## src/rtl/add7_pkg.sv

```systemverilog
// Shared types and defaults for the add7 sequential summing responder.
// Used by add7_opmux and add7_seq.
package add7_pkg;

    localparam int unsigned W_N_DFLT = 10;
    localparam int unsigned W_W_DFLT = 13;
    localparam int unsigned CNT_W    = 3;

    typedef logic [CNT_W-1:0] cnt_t;

    // Index of the last operand (g); its add completes the run.
    localparam cnt_t LAST_IDX = cnt_t'(6);
    localparam cnt_t FIRST_IDX = cnt_t'(1);

    typedef enum logic [1:0] {
        IDLE = 2'd0,
        RUN  = 2'd1,
        DONE = 2'd2
    } state_t;

endpackage

```

## src/rtl/add7_opmux.sv

```systemverilog
// Operand selector: picks the latched operand addressed by cnt and
// zero-extends it to the accumulator width.
module add7_opmux
    import add7_pkg::*;
#(
    parameter int unsigned W_N = W_N_DFLT,
    parameter int unsigned W_W = W_W_DFLT
) (
    input  logic [W_N-1:0] op_b,
    input  logic [W_N-1:0] op_c,
    input  logic [W_N-1:0] op_d,
    input  logic [W_W-1:0] op_e,
    input  logic [W_N-1:0] op_f,
    input  logic [W_W-1:0] op_g,
    input  cnt_t           cnt,
    output logic [W_W-1:0] operand_c
);

    always_comb begin
        operand_c = '0;
        case (cnt)
            3'd1:    operand_c = W_W'(op_b);
            3'd2:    operand_c = W_W'(op_c);
            3'd3:    operand_c = W_W'(op_d);
            3'd4:    operand_c = op_e;
            3'd5:    operand_c = W_W'(op_f);
            3'd6:    operand_c = op_g;
            default: operand_c = '0;
        endcase
    end

endmodule

```

## src/rtl/add7_seq.sv

```systemverilog
// Resource-shared seven-operand adder: one add per cycle under FSM control,
// start/done pulse handshake. ADD7_SEQ_OVERFLOW_EN adds the ovf output.
module add7_seq
    import add7_pkg::*;
#(
    parameter int unsigned W_N = W_N_DFLT,
    parameter int unsigned W_W = W_W_DFLT
) (
    input  logic           clk,
    input  logic           rst,
    input  logic           r_enable,
    input  logic           controlArr,
    input  logic [W_N-1:0] init_a,
    input  logic [W_N-1:0] init_b,
    input  logic [W_N-1:0] init_c,
    input  logic [W_N-1:0] init_d,
    input  logic [W_W-1:0] init_e,
    input  logic [W_N-1:0] init_f,
    input  logic [W_W-1:0] init_g,
    output logic           w_enable,
    output logic [W_W-1:0] result
`ifdef ADD7_SEQ_OVERFLOW_EN
    ,
    output logic           ovf
`endif
);

    state_t         state, state_n;
    cnt_t           cnt, cnt_n;
    logic [W_W-1:0] acc, acc_n;
    logic [W_W-1:0] result_n;
    logic           w_enable_n;
    logic           load_c;

    logic [W_N-1:0] op_b, op_c, op_d, op_f;
    logic [W_W-1:0] op_e, op_g;
    logic [W_W-1:0] operand_c;
    logic [W_W-1:0] sum_c;

    add7_opmux #(
        .W_N (W_N),
        .W_W (W_W)
    ) u_opmux (
        .op_b      (op_b),
        .op_c      (op_c),
        .op_d      (op_d),
        .op_e      (op_e),
        .op_f      (op_f),
        .op_g      (op_g),
        .cnt       (cnt),
        .operand_c (operand_c)
    );

`ifdef ADD7_SEQ_OVERFLOW_EN
    logic [W_W:0]   sum_wide_c;
    logic           carry_c;
    logic           ovf_run, ovf_run_n;
    logic           ovf_n;

    assign sum_wide_c = {1'b0, acc} + {1'b0, operand_c};
    assign sum_c      = sum_wide_c[W_W-1:0];
    assign carry_c    = sum_wide_c[W_W];
`else
    assign sum_c = acc + operand_c;
`endif

    // State register
    always_ff @(posedge clk) begin
        if (rst) begin
            state <= IDLE;
        end else begin
            state <= state_n;
        end
    end

    // Next-state and datapath control
    always_comb begin
        state_n    = state;
        cnt_n      = cnt;
        acc_n      = acc;
        result_n   = result;
        w_enable_n = 1'b0;
        load_c     = 1'b0;
`ifdef ADD7_SEQ_OVERFLOW_EN
        ovf_run_n  = ovf_run;
        ovf_n      = ovf;
`endif
        case (state)
            IDLE: begin
                if (r_enable) begin
                    load_c  = 1'b1;
                    acc_n   = W_W'(init_a);
                    cnt_n   = FIRST_IDX;
                    state_n = RUN;
`ifdef ADD7_SEQ_OVERFLOW_EN
                    ovf_run_n = 1'b0;
`endif
                end
            end
            RUN: begin
                if (!controlArr) begin
                    acc_n = sum_c;
                    cnt_n = cnt + cnt_t'(1);
`ifdef ADD7_SEQ_OVERFLOW_EN
                    ovf_run_n = ovf_run | carry_c;
`endif
                    if (cnt == LAST_IDX) begin
                        result_n   = sum_c;
                        w_enable_n = 1'b1;
                        state_n    = DONE;
`ifdef ADD7_SEQ_OVERFLOW_EN
                        ovf_n = ovf_run | carry_c;
`endif
                    end
                end
            end
            DONE: begin
                cnt_n   = '0;
                state_n = IDLE;
            end
            default: begin
                cnt_n   = '0;
                state_n = IDLE;
            end
        endcase
    end

    // Accumulator, counter and registered outputs
    always_ff @(posedge clk) begin
        if (rst) begin
            cnt      <= '0;
            acc      <= '0;
            result   <= '0;
            w_enable <= 1'b0;
        end else begin
            cnt      <= cnt_n;
            acc      <= acc_n;
            result   <= result_n;
            w_enable <= w_enable_n;
        end
    end

`ifdef ADD7_SEQ_OVERFLOW_EN
    always_ff @(posedge clk) begin
        if (rst) begin
            ovf_run <= 1'b0;
            ovf     <= 1'b0;
        end else begin
            ovf_run <= ovf_run_n;
            ovf     <= ovf_n;
        end
    end
`endif

    // Operands captured once at start so input changes during a run are ignored
    always_ff @(posedge clk) begin
        if (rst) begin
            op_b <= '0;
            op_c <= '0;
            op_d <= '0;
            op_e <= '0;
            op_f <= '0;
            op_g <= '0;
        end else if (load_c) begin
            op_b <= init_b;
            op_c <= init_c;
            op_d <= init_d;
            op_e <= init_e;
            op_f <= init_f;
            op_g <= init_g;
        end
    end

endmodule

```

## config.mk

```make
export PLATFORM = sky130hd
export DESIGN_NAME = add7_seq
export DESIGN_NICKNAME = d
export VERILOG_FILES = /design/src/rtl/add7_pkg.sv /design/src/rtl/add7_opmux.sv /design/src/rtl/add7_seq.sv
export SDC_FILE = /design/constraint.sdc
export NUM_CORES = 1
export LEC_CHECK = 0
export CAP_MARGIN = 15
export CORE_ASPECT_RATIO = 0.9
export CORE_MARGIN = 5
export CORE_UTILIZATION = 51
export CTS_BUF_LIST = sky130_fd_sc_hd__clkbuf_4 sky130_fd_sc_hd__clkbuf_8 sky130_fd_sc_hd__clkbuf_16
export CTS_CLUSTER_DIAMETER = 50
export DETAILED_ROUTE_END_ITERATION = 8
export PLACE_DENSITY = 0.83
export SYNTH_ARGS = -nofsm -noshare
export SYNTH_HDL_FRONTEND = slang
export SYNTH_SLANG_ARGS = --single-unit
```

## constraint.sdc

```tcl
create_clock -name clk -period 4.25 [get_ports clk]
set_clock_uncertainty 0.2 [all_clocks]
set_input_delay 0.6375 -clock clk [delete_from_list [all_inputs] [get_ports clk]]
set_output_delay 0.6375 -clock clk [all_outputs]
set_load 0.05 [all_outputs]
```

Word-level counts from Yosys, hierarchy flattened
Cells that the tools add are included.
W data, S select, Z words.
- register bits: 98
- word-level logic and storage cells: 46
- output and inout port bits: 14
- muxes and demuxes: 14
- reductions and logical operators: 7
- eq/ne operators: 10
- bitwise operators: 2
- add/sub/neg operators: 2
- operator list (operator ; number):
    $pmux W13 S6 ; 1
    $mux W13 ; 2
    $pmux W13 S2 ; 1
    $add A13 B13 Y13 ; 1
    $eq A3 B3 Y1 const B ; 3
    $reduce_and A3 Y1 ; 3
    $eq A3 B2 Y1 const B ; 2
    $mux W2 ; 3
    $mux W3 ; 2
    $ne A2 B2 Y1 const B ; 3
    $pmux W3 S2 ; 1
    $pmux W2 S2 ; 1
    $add A3 B1 Y3 const B ; 1
    $eq A3 B1 Y1 const B ; 1
    $mux W1 ; 3
    $reduce_or A3 Y1 ; 1
    $eq A2 B1 Y1 const B ; 1
    $logic_not A2 Y1 ; 1
    $not A1 Y1 ; 2
    $reduce_and A2 Y1 ; 1
    $reduce_bool A2 Y1 ; 1

Logic depth before layout (Yosys ltp)
- word-level depth: 5
- depth in mapped cells: 15
- mapped depth without buffers: 14

Cells and area by module
Synthesis repeated with hierarchy kept, for this count alone.
- cells, all modules: 592
- area, all modules: 4744.6 µm²
- modules (own cells, without submodules) (module ; sequential area each (µm²) ; cells an instance ; times used ; area each (µm²)):
    add7_seq ; 1961.9 ; 512 ; 1 ; 4105.2
    add7_opmux ; 0.0 ; 80 ; 1 ; 639.4

Least setup slack after synthesis
OpenSTA, ideal clock, no wires.
- kind: register -> register
- from: register cnt[0]
- to: register acc[12]
- path slack: 0.904 ns
- period minus slack after synthesis: 3.346 ns
- data required time: 3.933 ns
- path buffers: 2
- cell stages (with the launch flop): 15
- data arrival time: 3.030 ns
- library setup time: 0.117 ns
- cells stage by stage: dfxtp_1 -> inv_1 -> ha_1 -> clkbuf_1 -> clkbuf_1 -> a222oi_1 -> o21ai_1 -> ha_1 -> fa_1 -> a211oi_1 -> o21ai_1 -> a41oi_1 -> o21ai_1 -> xnor2_1 -> a22o_1
- longest elaborated chain between the ends: 5
- ends and longest elaborated chain (what ; line ; RTL):
    from (decl) ; add7_seq.sv:29 ; cnt_t cnt, cnt_n;
    from (signal assigned) ; add7_seq.sv:136 ; cnt <= cnt_n;
    $eq A3 B3 Y1, or another cell as far along ; add7_opmux.sv:21 ; case (cnt)
    $pmux W13 S6 * ; add7_opmux.sv:21 ;
    $add A13 B13 Y13 * ; add7_seq.sv:64 ; assign sum_c = acc + operand_c;
    $mux W13 * ; add7_seq.sv:101 ; if (!controlArr) begin
    $pmux W13 S2 * ; add7_seq.sv:88 ; case (state)
    to (signal assigned) ; add7_seq.sv:137 ; acc <= acc_n;
    to (decl) ; add7_seq.sv:30 ; logic [W_W-1:0] acc, acc_n;
Every way passes the cells marked *; elsewhere a longest branch is shown, timed or not. The select of a mux whose other input is x is not followed.
A chain may end at the register's enable or synchronous reset.

Worst setup path in the final report
Same ends and word-level chain as after synthesis.

==> impl_results.md <==
- Status: finished, final reports clean
- Largest buffer count on any clock path: 2
- Row cnt: 32
- Leading area contributor after synthesis: dfxtp_1
- HPWL after detailed placement: 9245 um
- Die X-Extent: 109.4 um
- Pwr per Cell Area: 335.8 mW/mm^2
- Global-route wire length before repair: 20220 um
- Post_cts resized: 0
- Setup CP Type: reg2reg
- Core area: 0.008648 mm^2
- Finished Layout Cells: 767
- Bufs and invs on worst path: 1
- CP max FO: 8
- DRT Pass-1 Iters: 6
- Gpl congestion: roughly 0.92
- Proportion of layout cells with a drive suffix above 1: 0.05247
- Post-CTS Setup Bufs: 0
- RSZ-0062 raised after global routing: false
- CTS Sinks: a little under 100
- CP cell instances: inv_1 -> ha_1 -> and2_0 -> a222oi_1 -> nand2_1 -> fa_1 -> a211oi_1 -> o21ai_1 -> a41oi_1 -> o21ai_1 -> xnor2_1 -> a22o_1
- Synth Instances: approximately 580
- Port bufs: 93
- CP delay by family, top: compound AO/OA/AOI/OAI gates
- Placed cells: roughly 750
- Leak pwr: around 2.2 nW
- Mapped Nets: 676
- Worst setup EP type: register
- Number of max-cap violations: 0
- RR Startpoint: cnt[0]$_SDFFE_PP0P_
- TNS Setup: 0 ns
- Synth warnings: 0
- Initial DRC Count: between 300 and 400
- Yosys reg bits: 98
- Final core occ: 0.6560
- Grt ovf: 0
- Slowest CP cell: fa_1
- CTS Buf Count: 9
- Largest net degree at the start of global routing: 55
- Final WL: 12520 um
- EDFF count, synth: 0
- Final slew viol count: 0
- Mean Syn Cell Area: 7.854 um^2
- Register-to-Register Path Depth: 12
- Vias per cell: around 5.6
- Maximum clock rate: between 200 and 300 MHz
- Post-Syn Area: ~0.0045 mm^2
- Relative slew slack: 0.3201
- Ys async rst share: 0
- # diodes: 0
- R2r setup slk: approximately 0.62 ns
- DRT antenna net count: 0
- Hold Crit Depth: 2
- Initial core utilization: 0.5249
- R2R Path End: acc[12]$_SDFFE_PP0P_
- Final hold violations: 0
- Vias: 4328
- Crit path from: cnt[0]$_SDFFE_PP0P_
- Top cells by area, synth: dfxtp_1, nand2_1, a21oi_1, ha_1, clkbuf_1
- Io pins: 94
- CTS tree: done
- Period Utilization, post-route: 0.8551
- Seq/Total Area, Yosys: 0.4322
- Startpoint of the worst hold path: result[0]$_SDFFE_PP0P_
- Die area: 0.01089 mm^2
- Worst Setup Start Kind: register
- Peak VDD IR: approximately 0.19 mV
- Post-route DRC violation count: 0
- Top-count cell post-synth: nand2_1
- Distinct cells, synth: 52
- Clock transition at path regs: 0.09 ns
- CP Data Required Time: 4.32 ns
- Most used cell, CP: o21ai_1
- Initial antenna violation count: 0
- CTS Hold Bufs: 0
- Area grow syn2layout: 24.97%
- Minimum clock period: 3.634 ns
- Worst hold path type: reg2reg
- Worst Max-Slew Pin Slew: 1.014 ns
- Worst-Skew Late Latency: 0.37 ns
- Slowest stage delay, CP: 0.46 ns
- Die Height: about 100 um
- Post-synth top area share: 0.4322
- Root cell of the clock tree: clkbuf_8
- Critical path data arrival time: 3.71 ns
- Top FF cell, synth: dfxtp_1
- Most frequent cells after synthesis: nand2_1, a21oi_1, dfxtp_1
- Nets: 742
- H-tree level count: 3
- Drt wl/cell: 16.33 um
- Final setup violation count: 0
- WHS Endpoint: result[0]$_SDFFE_PP0P_
- Total GRT Usage: 0.2335
- Vias in the first global route: approximately 4300
==> cell usage in the layout, fill, tap and decap left out, types with 2 or more instances in the layout <==
master,netlist,routed
nand2_1,173,173
a21oi_1,98,98
dfxtp_1,98,98
clkdlybuf4s50_1,0,92
nor2_1,27,26
ha_1,17,17
o21ai_1,14,14
clkbuf_8,0,10
a22oi_1,9,9
a222oi_1,8,8
a211oi_1,8,8
xnor2_1,7,7
a21o_1,7,7
inv_1,5,5
mux2_1,5,5
nor3_1,5,5
buf_4,0,5
a221oi_1,4,4
o21ai_0,4,4
mux2_2,3,3
nand2b_1,3,3
or3_1,3,3
nand3_1,3,3
a22o_1,3,3
nor2_4,1,2
nor3_2,2,2
xor2_1,2,2
a311oi_1,2,2
clkinvlp_4,0,2
==> per-layer routing <==
metal  up-vias  wire, um  global-route usage
met1      2014      5200              0.2992
met3        25       906             0.04478
met2       174      6162              0.3932
li1       2115         -                   -
met5         -         0                   0
met4         0       255             0.07670
==> per-stage QoR <==
stage               cell area [um^2]  setup slack [ns]  hold WS, ns  total power [mW]
floorplan                       4539            0.9036       0.2265             1.183
global placement                5473            0.7991       0.2420             1.297
detailed placement              5473            0.6759       0.2502             1.305
CTS                             5673            0.6580       0.2627             1.909
global route                    5673            0.3876       0.2744             1.982
finish                          5673            0.6157       0.2596             1.905
==> cell type report <==
type	instances	area, um^2
Multi-Input combinational cell	431	2376
Clock inverter	5	62.56
Fill cell	765	2975
Timing Repair Buffer	98	963.4
Sequential cell	98	1962
Clock buffer	10	137.6
Tap cell	119	148.9
Inverter	6	22.52
==> report_power, final <==
group | switching (mW) | leakage (nW) | internal [mW]
clock network | 0.328 | 0.0950 | 0.288
registers | 0.0353 | 0.802 | 0.968
logic | 0.152 | 1.27 | 0.134
==> logic make-up after synthesis <==
family,Yosys count,share of synthesized area
xor gates and xnor gates,9,0.01737
adders and majority gates,18,0.05127
muxes,8,0.01984
DFF,98,0.4322
and+or+nand+nor,228,0.2073
AOI/OAI and AO/OA,168,0.2260
buffers and inverters,49,0.04603
==> flip-flops by register name, summed over array words and instances (netlist names) <==
register / cells
acc: 13
cnt: 3
op_b: 10
op_c: 10
op_d: 10
op_e: 13
op_f: 10
op_g: 13
result: 13
state: 2
w_enable: 1
==> worst min-delay path, cell delays in order (launching register included) <==
cell and delay (ns):
dfxtp_1 0.32, nand2_1 0.05, a21oi_1 0.05
==> worst max-delay path by stage <==
stage / to / slack [ns] / cells after the start
2_1_floorplan: acc[12]$_SDFFE_PP0P_ / 0.90 / 14
3_3_place_gp: acc[12]$_SDFFE_PP0P_ / 0.80 / 12
3_5_place_dp: acc[12]$_SDFFE_PP0P_ / 0.68 / 12
4_1_cts: acc[12]$_SDFFE_PP0P_ / 0.66 / 12
5_1_grt: acc[12]$_SDFFE_PP0P_ / 0.39 / 14
6_report: acc[12]$_SDFFE_PP0P_ / 0.62 / 12
No activity file was read; power rests on OpenSTA's default activity.
